[src/rtl/ifetch_unit.sv]
// ifetch_unit -- instruction fetch front end.
//
// Takes the committed fetch address and issues word reads to instruction
// memory over a req/ack handshake. Returned words are stored with their PCs
// in a 2**AW entry FIFO and presented to decode with a valid/ready handshake.
// A redirect flushes the FIFO, discards any read still in flight and restarts
// fetch at the (word-aligned) redirect address.
//
// Ports:
//   clk, rst              clock (rising edge), asynchronous active-high reset
//   redirect, redirect_pc flush and restart fetch at redirect_pc
//   imem_req, imem_addr   read request / word address (held until ack)
//   imem_ack, imem_rdata  read completion and returned instruction word
//   out_valid, out_ready  FIFO head handshake towards decode
//   out_instr, out_pc     FIFO head instruction and its PC
//   misalign              sticky misaligned-redirect flag
//
// Optional feature: define IFETCH_ALIGN_CHECK_EN to make misalign set on any
// redirect whose low two address bits are non-zero. When undefined, misalign
// is tied low and the low bits are masked silently.

module ifetch_unit #(
    parameter logic [31:0] RESET_PC = 32'h0040_0000,
    parameter int          AW       = 2
) (
    input  logic        clk,
    input  logic        rst,
    input  logic        redirect,
    input  logic [31:0] redirect_pc,
    output logic        imem_req,
    output logic [31:0] imem_addr,
    input  logic        imem_ack,
    input  logic [31:0] imem_rdata,
    output logic        out_valid,
    input  logic        out_ready,
    output logic [31:0] out_instr,
    output logic [31:0] out_pc,
    output logic        misalign
);

    localparam int          DEPTH   = 1 << AW;
    localparam logic [AW:0] DEPTH_C = (AW+1)'(DEPTH);

    typedef enum logic [1:0] {
        IDLE, // no request outstanding
        REQ,  // request outstanding, its data will be kept
        DROP  // request outstanding, its data will be discarded
    } state_t;

    state_t        state, state_nxt;
    logic [31:0]   fetch_pc, fetch_pc_nxt;
    logic          req_nxt;
    logic [31:0]   addr_nxt;
    logic [31:0]   aligned_pc;

    logic [31:0]   instr_mem [DEPTH];
    logic [31:0]   pc_mem    [DEPTH];
    logic [AW-1:0] wr_ptr, rd_ptr;
    logic [AW:0]   count, count_after;
    logic          push, pop;

    assign aligned_pc  = redirect_pc & 32'hFFFF_FFFC;
    assign push        = (state == REQ) && imem_ack && !redirect;
    assign pop         = out_valid && out_ready;
    assign count_after = count + (AW+1)'(push) - (AW+1)'(pop);

    assign out_valid = (count != '0);
    assign out_instr = instr_mem[rd_ptr];
    assign out_pc    = pc_mem[rd_ptr];

    // State register.
    // NOTE: sequential state uses non-blocking assignments so every register
    // samples the pre-edge value of its inputs regardless of statement order.
    always_ff @(posedge clk or posedge rst) begin
        if (rst) state <= IDLE;
        else     state <= state_nxt;
    end

    // Next-state logic.
    // NOTE: every always_comb output gets a default first so no path can
    // leave it unassigned and infer a latch.
    always_comb begin
        state_nxt = state;
        unique case (state)
            IDLE: if (!redirect && count < DEPTH_C) state_nxt = REQ;
            REQ: begin
                if (imem_ack) begin
                    // Back-to-back only while the pushed word leaves a slot free.
                    if (redirect || count_after >= DEPTH_C) state_nxt = IDLE;
                end else if (redirect) begin
                    state_nxt = DROP;
                end
            end
            DROP: if (imem_ack) state_nxt = IDLE;
            default: state_nxt = IDLE;
        endcase
    end

    // Output logic: next values of the registered bus outputs and fetch PC.
    always_comb begin
        req_nxt      = imem_req;
        addr_nxt     = imem_addr;
        fetch_pc_nxt = fetch_pc;
        unique case (state)
            IDLE: begin
                if (!redirect && count < DEPTH_C) begin
                    req_nxt  = 1'b1;
                    addr_nxt = fetch_pc;
                end
            end
            REQ: begin
                if (imem_ack) begin
                    if (redirect) begin
                        req_nxt = 1'b0;
                    end else begin
                        fetch_pc_nxt = fetch_pc + 32'd4;
                        if (count_after < DEPTH_C) addr_nxt = fetch_pc + 32'd4;
                        else                       req_nxt  = 1'b0;
                    end
                end
            end
            DROP: if (imem_ack) req_nxt = 1'b0;
            default: req_nxt = 1'b0;
        endcase
        // A redirect in any state retargets fetch; the in-flight request (if
        // any) keeps its address on the bus until it is acknowledged.
        if (redirect) fetch_pc_nxt = aligned_pc;
    end

    always_ff @(posedge clk or posedge rst) begin
        if (rst) begin
            fetch_pc  <= RESET_PC;
            imem_req  <= 1'b0;
            imem_addr <= '0;
        end else begin
            fetch_pc  <= fetch_pc_nxt;
            imem_req  <= req_nxt;
            imem_addr <= addr_nxt;
        end
    end

    // FIFO. A redirect wins over any push or pop in the same cycle.
    // NOTE: storage is reset so the head outputs read zero out of reset; this
    // is a tiny register-based FIFO, not a RAM macro.
    always_ff @(posedge clk or posedge rst) begin
        if (rst) begin
            wr_ptr <= '0;
            rd_ptr <= '0;
            count  <= '0;
            for (int i = 0; i < DEPTH; i++) begin
                instr_mem[i] <= '0;
                pc_mem[i]    <= '0;
            end
        end else if (redirect) begin
            wr_ptr <= '0;
            rd_ptr <= '0;
            count  <= '0;
        end else begin
            if (push) begin
                instr_mem[wr_ptr] <= imem_rdata;
                pc_mem[wr_ptr]    <= imem_addr;
                wr_ptr            <= wr_ptr + 1'b1;
            end
            if (pop) rd_ptr <= rd_ptr + 1'b1;
            count <= count_after;
        end
    end

`ifdef IFETCH_ALIGN_CHECK_EN
    always_ff @(posedge clk or posedge rst) begin
        if (rst)                                 misalign <= 1'b0;
        else if (redirect && |redirect_pc[1:0]) misalign <= 1'b1;
    end
`else
    assign misalign = 1'b0;
`endif

endmodule

[config.mk]
export PLATFORM = sky130hd
export DESIGN_NAME = ifetch_unit
export DESIGN_NICKNAME = d
export VERILOG_FILES = /design/src/rtl/ifetch_unit.sv
export SDC_FILE = /design/constraint.sdc
export NUM_CORES = 1
export LEC_CHECK = 0
export CORE_UTILIZATION = 51
export DETAILED_ROUTE_END_ITERATION = 10
export DONT_BUFFER_PORTS = 1
export HOLD_SLACK_MARGIN = 0.03
export PLACE_DENSITY_LB_ADDON = 0.12
export SYNTH_ARGS = -nofsm -noshare
export SYNTH_HDL_FRONTEND = slang
export SYNTH_SLANG_ARGS = --single-unit
[constraint.sdc]
create_clock -name clk -period 26.9 [get_ports clk]
set_clock_uncertainty 0.1 [all_clocks]
set_input_delay 0 -clock clk [delete_from_list [all_inputs] [get_ports clk]]
set_output_delay 0 -clock clk [all_outputs]
set_load 0.01 [all_outputs]
Word-level counts from Yosys, hierarchy flattened

Index checks and enable logic that the tools add are counted.

$add $sub $neg: 5
Order comparisons: 6
Equality and inequality tests: 10
Muxes and demuxes: 35
Bitwise operators: 3
Reduce and logical (&&, ||, !) cells: 19

Operator list:

| kind                                                        | number |
|---|---|
| 2-to-1 mux 32 bit                                           | 12 |
| bitwise mux 128 bit                                         | 2 |
| binary-select mux 32 bit (select 2 bit)                     | 2 |
| demux 32 bit (select 2 bit)                                 | 1 |
| one-hot mux 32 bit (2 select lines)                         | 1 |
| adder 32 x 3 -> 32 bit (second input constant)              | 1 |
| 2-to-1 mux 2 bit                                            | 9 |
| nonzero test 2 bit                                          | 5 |
| >= comparator 3 bit (second input constant)                 | 3 |
| inequality test 2 bit (second input constant)               | 4 |
| AND reduction 4 bit                                         | 2 |
| less-than comparator 3 bit (second input constant)          | 2 |
| inequality test 3 bit (second input constant)               | 2 |
| NOT 2 -> 3 bit                                              | 2 |
| one-hot mux 2 bit (3 select lines)                          | 1 |
| logical AND 1 bit                                           | 5 |
| 2-to-1 mux 1 bit                                            | 5 |
| AND reduction 5 bit                                         | 1 |
| adder 2 x 1 -> 2 bit (second input constant)                | 2 |
| AND reduction 2 bit                                         | 2 |
| adder 3 x 1 -> 3 bit                                        | 1 |
| less-than comparator 3 x 1 -> 1 bit (second input constant) | 1 |
| 2-to-1 mux 3 bit                                            | 1 |
| inequality test 3 x 2 -> 1 bit (second input constant)      | 1 |
| 10 further kinds                                            | 10 |

Flip-flop bits (word level): 330
Input port bits: 69
Output and inout bits: 99
Logic and storage cells: 93

Depth between registers and ports, before layout

Depth after elaboration: 10
Depth in mapped cells: 15
Mapped depth without buffers: 12

Worst setup path after synthesis

OpenSTA, ideal clock, no wires.

Path kind: register to register
From: register count[2]
To: register imem_addr[19]
Arrival: 2.984 ns
Slack: 23.690 ns
Cell stages (with the launch flop): 15
Buffers on the path: 3
Cells stage by stage: dfrtp_1 clkbuf_1 or3_1 and2_1 ha_1 inv_1 ha_1 inv_1 fa_1 xnor2_1 nand4b_1 nand3_1 buf_2 buf_2 a21oi_1

Word-level cells in the longest chain between the ends: 6

RTL lines:

| what                                            | RTL line | text |
|---|---|---|
| start, declared                                 | 59       | `logic [AW:0] count, count_after;` |
| start signal, assigned                          | 165      | `count <= count_after;` |
| nonzero test 3 bit                              | 67       | `assign out_valid = (count != '0);` |
| named net out_valid                             | 34       | `output logic out_valid,` |
| logical AND 1 bit                               | 64       | `assign pop = out_valid && out_ready;` |
| subtractor 3 x 1 -> 3 bit                       | 65       | `assign count_after = count + (AW+1)'(push) - (AW+1)'(pop);` |
| less-than comparator 3 bit                      | 117      | `if (count_after < DEPTH_C) addr_nxt = fetch_pc + 32'd4;` |
| inequality test 2 x 1 -> 1 bit (no source line) | -        |  |
| AND reduction 5 bit (no source line)            | -        |  |
| end signal, assigned                            | 138      | `imem_addr <= addr_nxt;` |
| end, declared                                   | 31       | `output logic [31:0] imem_addr,` |

The timed path passes the listed nets, and every way through them passes these cells.
A chain may end at the register's enable or synchronous reset.

Worst setup path after layout

From: register count[2]
To: register imem_addr[25]

Same word-level chain as after synthesis.

==> impl_metrics.env <==
export IMPL_p_comb_share_pct=25.1
export IMPL_worstMarginPinSlew_ns=1.10
export IMPL_clockBufferDepth=3
export IMPL_syn2layout_area_growth_pct=14.3
export IMPL_diodes=0
export IMPL_final_layout_size_suffix_gt1_share_pct=35.8
export IMPL_cts_htree_levels=2
export IMPL_multi_input_area_um2=6260
export IMPL_clkTransAtPathRegs_ns=0.06
export IMPL_routabilityCongestion=0.789
export IMPL_synthCells=1044
export IMPL_synth_area_leaders="dfrtp_1, mux2_2, mux4_2"
export IMPL_worstSetupEndpointType="flop"
export IMPL_critPathMaxStageDelay_ns=0.47
export IMPL_final_common_cell="dfrtp_1"
export IMPL_p_clk_share_pct=28.9
export IMPL_power_density_nw_per_um2=97.5
export IMPL_layout_common_cells="dfrtp_1, mux2_2, dlygate4sd3_1"
export IMPL_fp_dieW_um=171
export IMPL_crit_arrival_ns=4.16
export IMPL_synth_flop_cell="dfrtp_1"
export IMPL_antenna_found_initial=0
export IMPL_numCtsBuffers=36
export IMPL_slew_headroom_pct=27.0
export IMPL_synth_cell_type_count=49
export IMPL_ys_ff_latch=318
export IMPL_p_sw_share_pct=31.0
export IMPL_finalSetupViolations=0
export IMPL_synth_edff_count=0
export IMPL_fillCellCount=2246
export IMPL_synth_top_cell_area_share_pct=54.5
export IMPL_cts_root_buf="clkbuf_16"
export IMPL_portBuffers=0
export IMPL_p_int_mw=1.12
export IMPL_crit_path_top_delay_cell="dfrtp_1"
export IMPL_grt_use_total_pct=21.6
export IMPL_grt_pass1_wl_um=49000
export IMPL_overflow=0
export IMPL_leakagePower_nw=7.32
export IMPL_fin_crit_ns=3.84
export IMPL_die_h_um=171
export IMPL_start_util_pct=52.1
export IMPL_slew_violations=0
export IMPL_r2r_start="count[2]"
export IMPL_num_vias=8430
export IMPL_critical_path_top_delay_family="simple AND/OR/NAND/NOR gates"
export IMPL_final_seq_area_um2=7970
export IMPL_avgSynthCellArea_um2=13.9
export IMPL_crit_buf_inv=3
export IMPL_status="finished clean"
export IMPL_path_class="reg -> reg"
export IMPL_fmax_mhz=260
export IMPL_drtIter0Drc=485
export IMPL_rows=61
export IMPL_clk_latency_ns=0.50
export IMPL_grt_max_degree=114
export IMPL_drcViolationCount=0
export IMPL_post_drt_wl_per_cell_um=20.4
export IMPL_ir_worst_vdd_v=0.0000547
export IMPL_power_switching_uw=502
export IMPL_synth_seq_area_share_pct=54.7
export IMPL_finalCritPeriodShare_pct=14.3
export IMPL_io_pins=168
export IMPL_rsz0062_at_grt="no"
export IMPL_clock_sinks=318
export IMPL_fin_total_pwr_mw=1.62
export IMPL_synth_area_um2=14500
export IMPL_r2r_setup_slack_ns=23.06
export IMPL_core_um2=27900
export IMPL_worstPathCellList="or3_1, and2_1, ha_1, inv_1, ha_1, inv_1, fa_1, xnor2_1, nand4b_1, nand3_2, buf_4, nor2_1, a21oi_1"
export IMPL_finalHoldViolations=0
export IMPL_synth_top_cell_by_area="dfrtp_1"
export IMPL_dieArea_um2=29200
export IMPL_finalWirelength_um=30300
export IMPL_first_pass_iters=5
export IMPL_cp_startpoint="count[2]"
export IMPL_critPathLaunchType="flop"
export IMPL_hold_start="redirect_pc[11]"
export IMPL_min_path_type="in -> reg"
export IMPL_final_antenna_net_count=0
export IMPL_nets=1162
export IMPL_tns_ns=0
export IMPL_grt_pass1_vias=8780
export IMPL_tritoncts="done"
export IMPL_viasPerCell=5.68
export IMPL_required_ns=27.22
export IMPL_async_flop_share_pct=100
export IMPL_ys_warn_count=0
export IMPL_dpl_hpwl_um=17500
export IMPL_seq_power_share_pct=46.1
export IMPL_cp_max_fo=42
export IMPL_drv_cap=0
logic make-up (layout without fill, tap and decap cells):
family	Yosys count	after routing	synth area share (%)
DFF	318	318	54.7
and+or+nand+nor	187	187	6.69
muxes	312	312	29.0
AOI/OAI and AO/OA	68	68	2.46
buffers and inverters	87	145	2.61
other	1	5	0.0258
adders and majority gates	8	8	0.740
xor gates and xnor gates	63	63	3.79
synth_stat cells (6+ instances only):
| cell | instances |
|---|---|
| dfrtp_1 | 317 |
| mux2_2 | 250 |
| mux4_2 | 62 |
| nand2_1 | 53 |
| nor2_1 | 49 |
| clkbuf_1 | 48 |
| xnor2_1 | 46 |
| a21oi_1 | 32 |
| o21ai_0 | 25 |
| buf_2 | 18 |
| xor2_1 | 17 |
| nor3_1 | 16 |
| nand3_1 | 15 |
| inv_1 | 11 |
| nand4_1 | 10 |
| ha_1 | 7 |
| buf_4 | 6 |
| nor4_2 | 6 |
| o21ai_1 | 6 |
worst paths after layout:
check	endpoint	cells past startpoint
setup / recovery	imem_addr[25]	13
hold / removal	fetch_pc[11]	3
setup reg to reg	imem_addr[25]	13
hold reg to reg	pc_mem[37]	1
max in group asynchronous	pc_mem[24]	3
min in group asynchronous	instr_mem[80]	2
through the flow:
stage / worst slack [ns] / hold WS (ns) / instances / instance area (um^2) / utilization (%)
3_5_place_dp: 23.08 / -0.0327 / 1356 / 14800 / 53.0
4_1_cts: 23.04 / 0.0324 / 1484 / 16600 / 59.5
6_report: 23.06 / 0.0575 / 1484 / 16600 / 59.5
5_1_grt: 22.68 / 0.0557 / 1484 / 16600 / 59.5
3_3_place_gp: 23.19 / -0.0334 / 1356 / 14800 / 53.0
2_1_floorplan: 18.00 / 0.0144 / 1048 / 14600 / -
area by class of cell:
cell class | count | area share [%]
repair buffers | 75 | 4.53
multi-input cells | 643 | 37.7
well taps | 378 | 2.84
clock inverters | 10 | 0.632
flip-flops and latches | 318 | 47.9
inverters | 11 | 0.293
clock buffers | 49 | 6.14
state kept, by name, indices dropped and copies added, names as in the netlist:
register / count
wr_ptr: 2
fetch_pc: 30
pc_mem: 120
state: 2
imem_addr: 30
imem_req: 1
rd_ptr: 2
count: 3
instr_mem: 128
tightest hold or removal path, cell delays in order:
cell and delay (ns):
dlygate4sd3_1 0.52, nand2_1 0.05, o21ai_0 0.06
power groups by stage:
stage	combinational (mW)	sequential [mW]	clock [mW]
final	0.406	0.747	0.468
after global routing	0.444	0.773	0.499
after CTS	0.415	0.752	0.483
after detailed placement	0.400	0.760	0
after global placement	0.391	0.756	0
after floorplan	0.366	0.690	0
routing by layer:
metal | GRT usage (%) | up-vias | wire length (um) | part of all wire [%]
li1 | - | 3836 | - | -
met1 | 30.3 | 4384 | 14100 | 47
met2 | 34.9 | 171 | 14200 | 47
met3 | 4.44 | 39 | 1580 | 5.2
met4 | 4.70 | 0 | 425 | 1.4
met5 | 0 | - | 0 | 0
what timing repair did:
item | CTS | global route
hold endpoints to repair | 286 | 0
gates resized for setup | 0 | 0
setup buffers | 0 | 0
hold buffers | 69 | 0
No activity file was read; power rests on OpenSTA's default activity.
